===== src/rtl/uart_rx_fifo_pkg.sv =====
// -----------------------------------------------------------------------------
// uart_rx_fifo_pkg
//   Shared UART receive-path definitions for the receive byte FIFO and its
//   storage array.
//   - UART_DATA_W        : width of one received UART byte.
//   - FIFO_DEPTH_LOG2    : default log2 depth of the receive FIFO (16 entries).
//   - fifo_op_t          : per-cycle decoded FIFO operation. The top level
//                          builds it from its inputs and state, and the update
//                          logic uses it.
// -----------------------------------------------------------------------------
package uart_rx_fifo_pkg;

  localparam int UART_DATA_W     = 8;
  localparam int FIFO_DEPTH_LOG2 = 4;

  // Decoded operation for the current cycle.
  typedef struct packed {
    logic push;    // first cycle of a done pulse
    logic pop;     // consumer read of a non-empty FIFO
    logic accept;  // push that is written into storage
    logic drop;    // push lost because the FIFO is full and nothing pops
  } fifo_op_t;

endpackage : uart_rx_fifo_pkg


===== src/rtl/uart_rx_fifo_mem.sv =====
// -----------------------------------------------------------------------------
// uart_rx_fifo_mem
//   Storage array for the UART receive FIFO. It holds 2**DEPTH_LOG2 words of
//   DATA_W bits. Writes are synchronous. The read port is asynchronous, which
//   suits a distributed-RAM implementation and gives the FIFO its
//   first-word-fall-through behaviour.
// Ports
//   CLK      in   clock
//   wr_en    in   write strobe
//   wr_addr  in   write address (DEPTH_LOG2 bits)
//   wr_data  in   write data (DATA_W bits)
//   rd_addr  in   read address (DEPTH_LOG2 bits)
//   rd_data  out  combinational read data, mem[rd_addr]
// -----------------------------------------------------------------------------
module uart_rx_fifo_mem
  import uart_rx_fifo_pkg::*;
#(
  parameter int DATA_W     = UART_DATA_W,
  parameter int DEPTH_LOG2 = FIFO_DEPTH_LOG2
) (
  input  logic                  CLK,
  input  logic                  wr_en,
  input  logic [DEPTH_LOG2-1:0] wr_addr,
  input  logic [DATA_W-1:0]     wr_data,
  input  logic [DEPTH_LOG2-1:0] rd_addr,
  output logic [DATA_W-1:0]     rd_data
);

  logic [DATA_W-1:0] mem [2**DEPTH_LOG2];

  // NOTE: the array has no reset. Resetting a RAM turns it into a large bank
  //       of flops. The FIFO only reads entries it has already written, so the
  //       contents after reset do not matter.
  always_ff @(posedge CLK) begin
    if (wr_en) begin
      mem[wr_addr] <= wr_data;
    end
  end

  assign rd_data = mem[rd_addr];

endmodule : uart_rx_fifo_mem


===== src/rtl/uart_rx_fifo.sv =====
// -----------------------------------------------------------------------------
// uart_rx_fifo
//   Byte buffer that sits directly after the UART receiver. It captures one
//   byte on each rising edge of rx_done. It holds up to 2**DEPTH_LOG2 bytes and
//   presents them first-word-fall-through. Any byte that arrives while the
//   FIFO is full and nothing is popped is dropped, and a sticky flag records
//   the drop.
// Optional feature
//   `define UART_RX_FIFO_DROP_CNT_EN adds output drop_cnt[7:0]. This is a
//   saturating count of dropped bytes, cleared by clr_overflow.
// Ports
//   CLK           in   system clock
//   reset         in   asynchronous, active-high reset
//   rx_done       in   receiver done level (may stay high several cycles)
//   rx_data       in   received byte, stable while rx_done is high
//   rd_en         in   consumer pop request (ignored when empty)
//   rd_data       out  head entry, valid whenever empty is 0
//   empty         out  no entries stored
//   full          out  count equals 2**DEPTH_LOG2
//   count         out  number of stored entries (DEPTH_LOG2+1 bits)
//   overflow      out  sticky, at least one byte dropped
//   drop_cnt      out  dropped-byte count (only with the macro defined)
//   clr_overflow  in   clears overflow (and drop_cnt)
// -----------------------------------------------------------------------------
module uart_rx_fifo
  import uart_rx_fifo_pkg::*;
#(
  parameter int DATA_W     = UART_DATA_W,
  parameter int DEPTH_LOG2 = FIFO_DEPTH_LOG2
) (
  input  logic                  CLK,
  input  logic                  reset,
  input  logic                  rx_done,
  input  logic [DATA_W-1:0]     rx_data,
  input  logic                  rd_en,
  output logic [DATA_W-1:0]     rd_data,
  output logic                  empty,
  output logic                  full,
  output logic [DEPTH_LOG2:0]   count,
  output logic                  overflow,
`ifdef UART_RX_FIFO_DROP_CNT_EN
  output logic [7:0]            drop_cnt,
`endif
  input  logic                  clr_overflow
);

  localparam logic [DEPTH_LOG2:0] FULL_CNT = {1'b1, {DEPTH_LOG2{1'b0}}};

  logic                  done_q;
  logic [DEPTH_LOG2-1:0] wr_ptr;
  logic [DEPTH_LOG2-1:0] rd_ptr;
  fifo_op_t              op;

  // Flags come from count, not from a pointer compare. With a power-of-two
  // depth the pointers are equal both when the FIFO is empty and when it is
  // full, so a pointer compare cannot tell the two apart.
  assign empty = (count == '0);
  assign full  = (count == FULL_CNT);

  // NOTE: every signal written in always_comb gets a default value first.
  //       Otherwise any path that misses an assignment infers a latch.
  always_comb begin
    op        = '0;
    op.push   = rx_done & ~done_q;
    op.pop    = rd_en & ~empty;
    // When the FIFO is full, a push is accepted only if a pop frees a slot in
    // the same cycle.
    op.accept = op.push & (~full | op.pop);
    op.drop   = op.push & full & ~op.pop;
  end

  // NOTE: sequential state uses non-blocking assignments only. All flops then
  //       sample values from before the clock edge, whatever order the
  //       processes run in.
  always_ff @(posedge CLK or posedge reset) begin
    if (reset) begin
      done_q <= 1'b0;
    end else begin
      done_q <= rx_done;
    end
  end

  always_ff @(posedge CLK or posedge reset) begin
    if (reset) begin
      wr_ptr <= '0;
      rd_ptr <= '0;
      count  <= '0;
    end else begin
      // Pointers are DEPTH_LOG2 bits wide and wrap modulo the depth.
      if (op.accept) begin
        wr_ptr <= wr_ptr + 1'b1;
      end
      if (op.pop) begin
        rd_ptr <= rd_ptr + 1'b1;
      end
      unique case ({op.accept, op.pop})
        2'b10:   count <= count + 1'b1;
        2'b01:   count <= count - 1'b1;
        default: count <= count;
      endcase
    end
  end

  // Sticky drop flag. A drop in the same cycle as a clear wins, so the drop
  // is not lost.
  always_ff @(posedge CLK or posedge reset) begin
    if (reset) begin
      overflow <= 1'b0;
    end else if (op.drop) begin
      overflow <= 1'b1;
    end else if (clr_overflow) begin
      overflow <= 1'b0;
    end
  end

`ifdef UART_RX_FIFO_DROP_CNT_EN
  // Saturating drop counter. A drop in the same cycle as a clear restarts the
  // count at 1.
  always_ff @(posedge CLK or posedge reset) begin
    if (reset) begin
      drop_cnt <= '0;
    end else if (clr_overflow) begin
      drop_cnt <= op.drop ? 8'd1 : 8'd0;
    end else if (op.drop && (drop_cnt != 8'hFF)) begin
      drop_cnt <= drop_cnt + 8'd1;
    end
  end
`endif

  uart_rx_fifo_mem #(
    .DATA_W     (DATA_W),
    .DEPTH_LOG2 (DEPTH_LOG2)
  ) u_mem (
    .CLK     (CLK),
    .wr_en   (op.accept),
    .wr_addr (wr_ptr),
    .wr_data (rx_data),
    .rd_addr (rd_ptr),
    .rd_data (rd_data)
  );

endmodule : uart_rx_fifo


===== config.mk =====
export PLATFORM = sky130hd
export DESIGN_NAME = uart_rx_fifo
export DESIGN_NICKNAME = d
export VERILOG_FILES = /design/src/rtl/uart_rx_fifo_pkg.sv /design/src/rtl/uart_rx_fifo_mem.sv /design/src/rtl/uart_rx_fifo.sv
export SDC_FILE = /design/constraint.sdc
export NUM_CORES = 1
export LEC_CHECK = 0
export CORE_ASPECT_RATIO = 0.8
export CORE_MARGIN = 2
export CORE_UTILIZATION = 59
export DETAILED_ROUTE_END_ITERATION = 12
export PLACE_DENSITY = 0.78
export SETUP_SLACK_MARGIN = 0.3
export SKIP_CTS_REPAIR_TIMING = 1
export SLEW_MARGIN = 10
export SYNTH_ARGS = -nofsm -noshare
export SYNTH_HDL_FRONTEND = slang
export SYNTH_SLANG_ARGS = --single-unit
export TNS_END_PERCENT = 20

===== constraint.sdc =====
create_clock -name CLK -period 3.4 [get_ports CLK]
set_input_delay 0.51 -clock CLK [delete_from_list [all_inputs] [get_ports CLK]]
set_output_delay 0.51 -clock CLK [all_outputs]
set_load 0.05 [all_outputs]

---- Word level (Yosys, flattened, before mapping) ----
Memory sizes are Yosys's and may differ from the RTL's.
Cells that the tools add are included.
storage, ports and cells
  bits in registers ....................... 15
  latch bits .............................. 0
  bits in writable memories ............... 128
  bits in read-only memories .............. 0
  input bits .............................. 13
  output and inout bits ................... 16
  memories kept ........................... 1
operators by class
  add/subtract/negate cells ............... 4
  $mul .................................... 0
  divide/modulo/power cells ............... 0
  $lt $le $gt $ge ......................... 0
  eq/ne operators ......................... 3
  shift operators ......................... 0
  multiplexer cells ....................... 5
  bitwise gates (word level) .............. 10
  reduce and logical (&&, ||, !) cells .... 3
memories
  memory     words  width  read ports  clocked after memory_dff  wr ports  line                    text
  u_mem.mem  16     8      1           0                         1         uart_rx_fifo_mem.sv:29  logic [DATA_W-1:0] mem [2**DEPTH_LOG2];
operator list
  operator                                          count
  case mux 5 bit (2 select lines)                   1
  adder 4 x 1 -> 4 bit, second input constant       2
  adder 5 x 1 -> 5 bit, second input constant       1
  bitwise AND 1 bit                                 5
  == test 5 bit, second input constant              1
  zero test 5 bit                                   1
  subtractor 5 x 1 -> 5 bit, second input constant  1
  two-way mux 1 bit                                 4
  inverter 1 bit                                    4
  nonzero test 2 bit                                2
  == test 2 x 1 -> 1 bit, second input constant     1
  == test 2 bit, second input constant              1
  OR 1 bit                                          1

---- Longest topological paths before layout ----
  depth after elaboration ................. 7
  gate-level depth with buffers ........... 13
  gate-level depth less buffers ........... 9

---- Hierarchy ----
From an unflattened synthesis, not the netlist that was laid out.
unflattened totals
  cell total of the unflattened synthesis .. 285
  area total of the unflattened synthesis .. 5763.0 um^2
by module, submodules not included
  module            times used  cells each  area each (um^2)  sequential area each (um^2)
  uart_rx_fifo_mem  1           221         4987.3            3843.7
  uart_rx_fifo      1           64          775.7             375.4

---- Least setup slack after synthesis ----
No wires, ideal clock.
  kind .................................... register -> register
  start ................................... register count[1]
  end ..................................... register count[4]
  arrival time ............................ 3.194 ns
  required time ........................... 3.255 ns
  setup slack ............................. 0.061 ns
  stages on the path, launching flop included .. 14
  path buffers ............................ 4
  cell sequence ........................... dfrtp_1 > buf_6 > nor4_1 > a31o_2 > buf_2 > buf_2 > ha_1 > clkbuf_1 > xor2_1 > ha_1 > or4_2 > o22ai_1 > a31oi_1 > xnor2_1
between the ends
  cells in the longest elaborated chain, start to end .. 7
  elaborated cells between the ends (all ways) .. 13
RTL lines
  item                                                                          line                text
  start: declaration                                                            uart_rx_fifo.sv:39  output logic [DEPTH_LOG2:0] count,
  start signal: assignment                                                      uart_rx_fifo.sv:97  2'b10: count <= count + 1'b1;
  start signal: assignment                                                      uart_rx_fifo.sv:98  2'b01: count <= count - 1'b1;
  start signal: assignment                                                      uart_rx_fifo.sv:99  default: count <= count;
  zero test 5 bit                                                               uart_rx_fifo.sv:57  assign empty = (count == '0);
  inverter 1 bit                                                                uart_rx_fifo.sv:65  op.pop = rd_en & ~empty;
  bitwise AND 1 bit                                                             uart_rx_fifo.sv:65
  OR 1 bit                                                                      uart_rx_fifo.sv:68  op.accept = op.push & (~full | op.pop);
  bitwise AND 1 bit                                                             uart_rx_fifo.sv:68
  == test 2 x 1 -> 1 bit / == test 2 bit (equally long branches)                uart_rx_fifo.sv:96  unique case ({op.accept, op.pop})
  case mux 5 bit (2 select lines) / nonzero test 2 bit (equally long branches)  -
Parallel ways exist; a longest one is shown, timed or not.
A chain may end at the register's enable or synchronous reset.

---- Worst setup path in the final report ----
  start ................................... register rd_ptr[0]
  end ..................................... output rd_data[7]
between the ends
  cells in the longest elaborated chain, start to end .. 1
RTL lines
  item                      line                text
  start: declaration        uart_rx_fifo.sv:51  logic [DEPTH_LOG2-1:0] rd_ptr;
  start signal: assignment  uart_rx_fifo.sv:94  rd_ptr <= rd_ptr + 1'b1;
  memory read (16 x 8 bit)  -
  end: declaration          uart_rx_fifo.sv:36  output logic [DATA_W-1:0] rd_data,
No other way between the ends.

==> results.ini <==
[clock_tree]
cts_tree=done
cts_root_buf=clkbuf_16
clock_latency_ps=410
clk_pin_slew_ps=60
cts_buffer_depth=2
h-tree-depth=4
clock_sinks=143
numCtsBuffers=17

[sta]
fmax_mhz=315
hold_viol_final=0
slew_headroom_pct=61.0
period_minus_slack_ps=3180
slew_violations=0
setup_viol_count_final=0
setup_tns_ps=0
finalCritPeriodShare_pct=93.5
fin_hold_ws_ps=458
worst_pin_slew_ps=585
rsz0062_at_grt=yes
skew_ps=19.5

[worst_setup_path]
cp-end-kind=output port
crit_type=register to output port
crit_arrival_ps=2670
critical_path_required_ps=2890
rr_worst_depth=7
rr_startpoint=count[0]
critPathLaunch=rd_ptr[0]
r2r_end=count[4]
start_kind=register
cp_max_fo=14
reg2reg_slack_ps=510

[logic_synthesis]
synthArstFlopShare_pct=10.5
postSynthCellCount=316
synthTopCellsByArea=edfxtp_1, mux4_2, dfrtp_1
synth_common_cells=edfxtp_1, mux4_2, nand2_1
yosysMostFrequentCell=edfxtp_1
synth_top_flop_cell=edfxtp_1
synth_edf_count=128
yosys.area.top_type=edfxtp_1
netlist_area_um2=5850
yosysWarnings=0
ys_seq_area_share_pct=72.2
synth_top_cell_area_share_pct=65.7
ys_types=39
synth_seq_cells=143
syn-num-nets=338
synth.avg_cell_area_um2=18.5

[placement]
finalWeightedCongestion=0.771
dpl.hpwl_um=6770
port_buffers=28

[status]
status=completed

[finish]
antenna_cells=0
nets=382
final_layout_size_suffix_gt1_share_pct=23.3
syn_to_final_growth_pct=17.6
fillers=602

[global_routing]
antenna_found_initial=0
grt_pass1_wl_um=16900
grt_start_max_net_pins=36
grtUsageTotal_pct=22.9
grt_overflow=0
grt_pass1_vias=3115

[detailed_routing]
drc=0
ant_nets=0
first_iter_violations=241
vias=2919
viasPerCell=5.73
wl_um=11000
wl_per_cell_um=21.6
firstDrtPassIters=4

[die]
die-area_um2=10700
num_io_pins=29
std_cell_rows=32
die_height_um=93.0
initial_core_util_pct=60.6
die_w_um=115
core-area_um2=9650

[power_and_ir_drop]
p_leak_nw=2.33
cellPowerDensity_nw_per_um2=879
ir_drop_uv=500

[run]
cap_violations=0

[worst_hold_path]
hp-class=primary input to async pin

[cell type report]
class | instances | area [um^2] | area share (%)
multi-input cells | 148 | 1520 | 22.1
inverters | 6 | 22.5 | 0.328
well taps | 136 | 170 | 2.48
repair buffers | 44 | 428 | 6.22
clock buffers | 21 | 440 | 6.41
flip-flops and latches | 143 | 4220 | 61.4
clock inverters | 11 | 70.1 | 1.02
[where the power goes]
| part | switching, mW | internal [mW] |
|---|---|---|
| clock | 0.652 | 0.923 |
| combinational | 1.26 | 0.939 |
| sequential | 0.177 | 2.09 |
[placed cells by master, fill, tap and decap left out, types with 3 or more instances in the layout]
cell             instances
dfrtp_2                  4
nor2_1                  11
dfrtp_1                 11
nand3_1                  7
nor3_1                   5
xnor2_1                  5
inv_1                    6
clkbuf_1                 4
clkinv_4                 4
a22oi_1                 16
ha_1                     9
nand2b_1                 5
clkinv_2                 4
buf_4                   14
clkbuf_16               17
xor2_1                   6
nand2_1                 17
edfxtp_1               128
o22ai_1                  3
and2_1                   9
mux4_2                  32
clkdlybuf4s50_1         27
[sequential cells by signal, summed over array words and instances (netlist names)]
signal     flops
wr_ptr         4
u_mem.mem    128
count          5
overflow       1
rd_ptr         4
done_q         1
[kinds of logic (layout without fill, tap and decap cells)]
logic type / Yosys count / after routing / synth area share [%]
flip-flops: 143 / 143 / 72.2
AND/OR/NAND/NOR: 64 / 64 / 5.56
multiplexers: 36 / 36 / 13.1
AO/OA/AOI/OAI: 28 / 28 / 3.60
buffers and inverters: 25 / 82 / 1.97
XOR/XNOR: 11 / 11 / 1.65
adder cells (fa/ha/maj): 9 / 9 / 1.93
[layer usage]
layer	track usage, %	share of wire (%)	up-vias
met5	0	0	-
met4	9.24	1.0	0
met3	7.06	7.5	9
met2	35.9	51	96
met1	30.2	40	1469
li1	-	-	1345
[critical path, cell delays in order, from the launching register on]
cell and delay [ps]:
dfrtp_2 380, buf_4 290, mux4_2 550, a22oi_1 240
nand2_1 90, clkdlybuf4s50_1 710
[through the flow]
| step | power, mW | instances | area (um^2) | util [%] | setup slack [ps] |
|---|---|---|---|---|---|
| final | 6.04 | 509 | 6870 | 71.2 | 223 |
| after global routing | 6.31 | 509 | 6870 | 71.2 | 124 |
| after CTS | 6.10 | 509 | 6870 | 71.2 | 152 |
| after detailed placement | 4.51 | 477 | 6360 | 65.9 | 352 |
| after global placement | 4.44 | 477 | 6360 | 65.9 | 433 |
| after floorplan | 3.85 | 316 | 5860 | - | 310 |
[how the worst max path moves through the flow]
stage / end / cells past startpoint
3_3_place_gp: count[4] / 10
5_1_grt: rd_data[7] / 5
3_5_place_dp: count[4] / 10
2_1_floorplan: count[4] / 11
6_report: rd_data[7] / 5
4_1_cts: rd_data[0] / 5
Power figures use the tool's default switching activity.
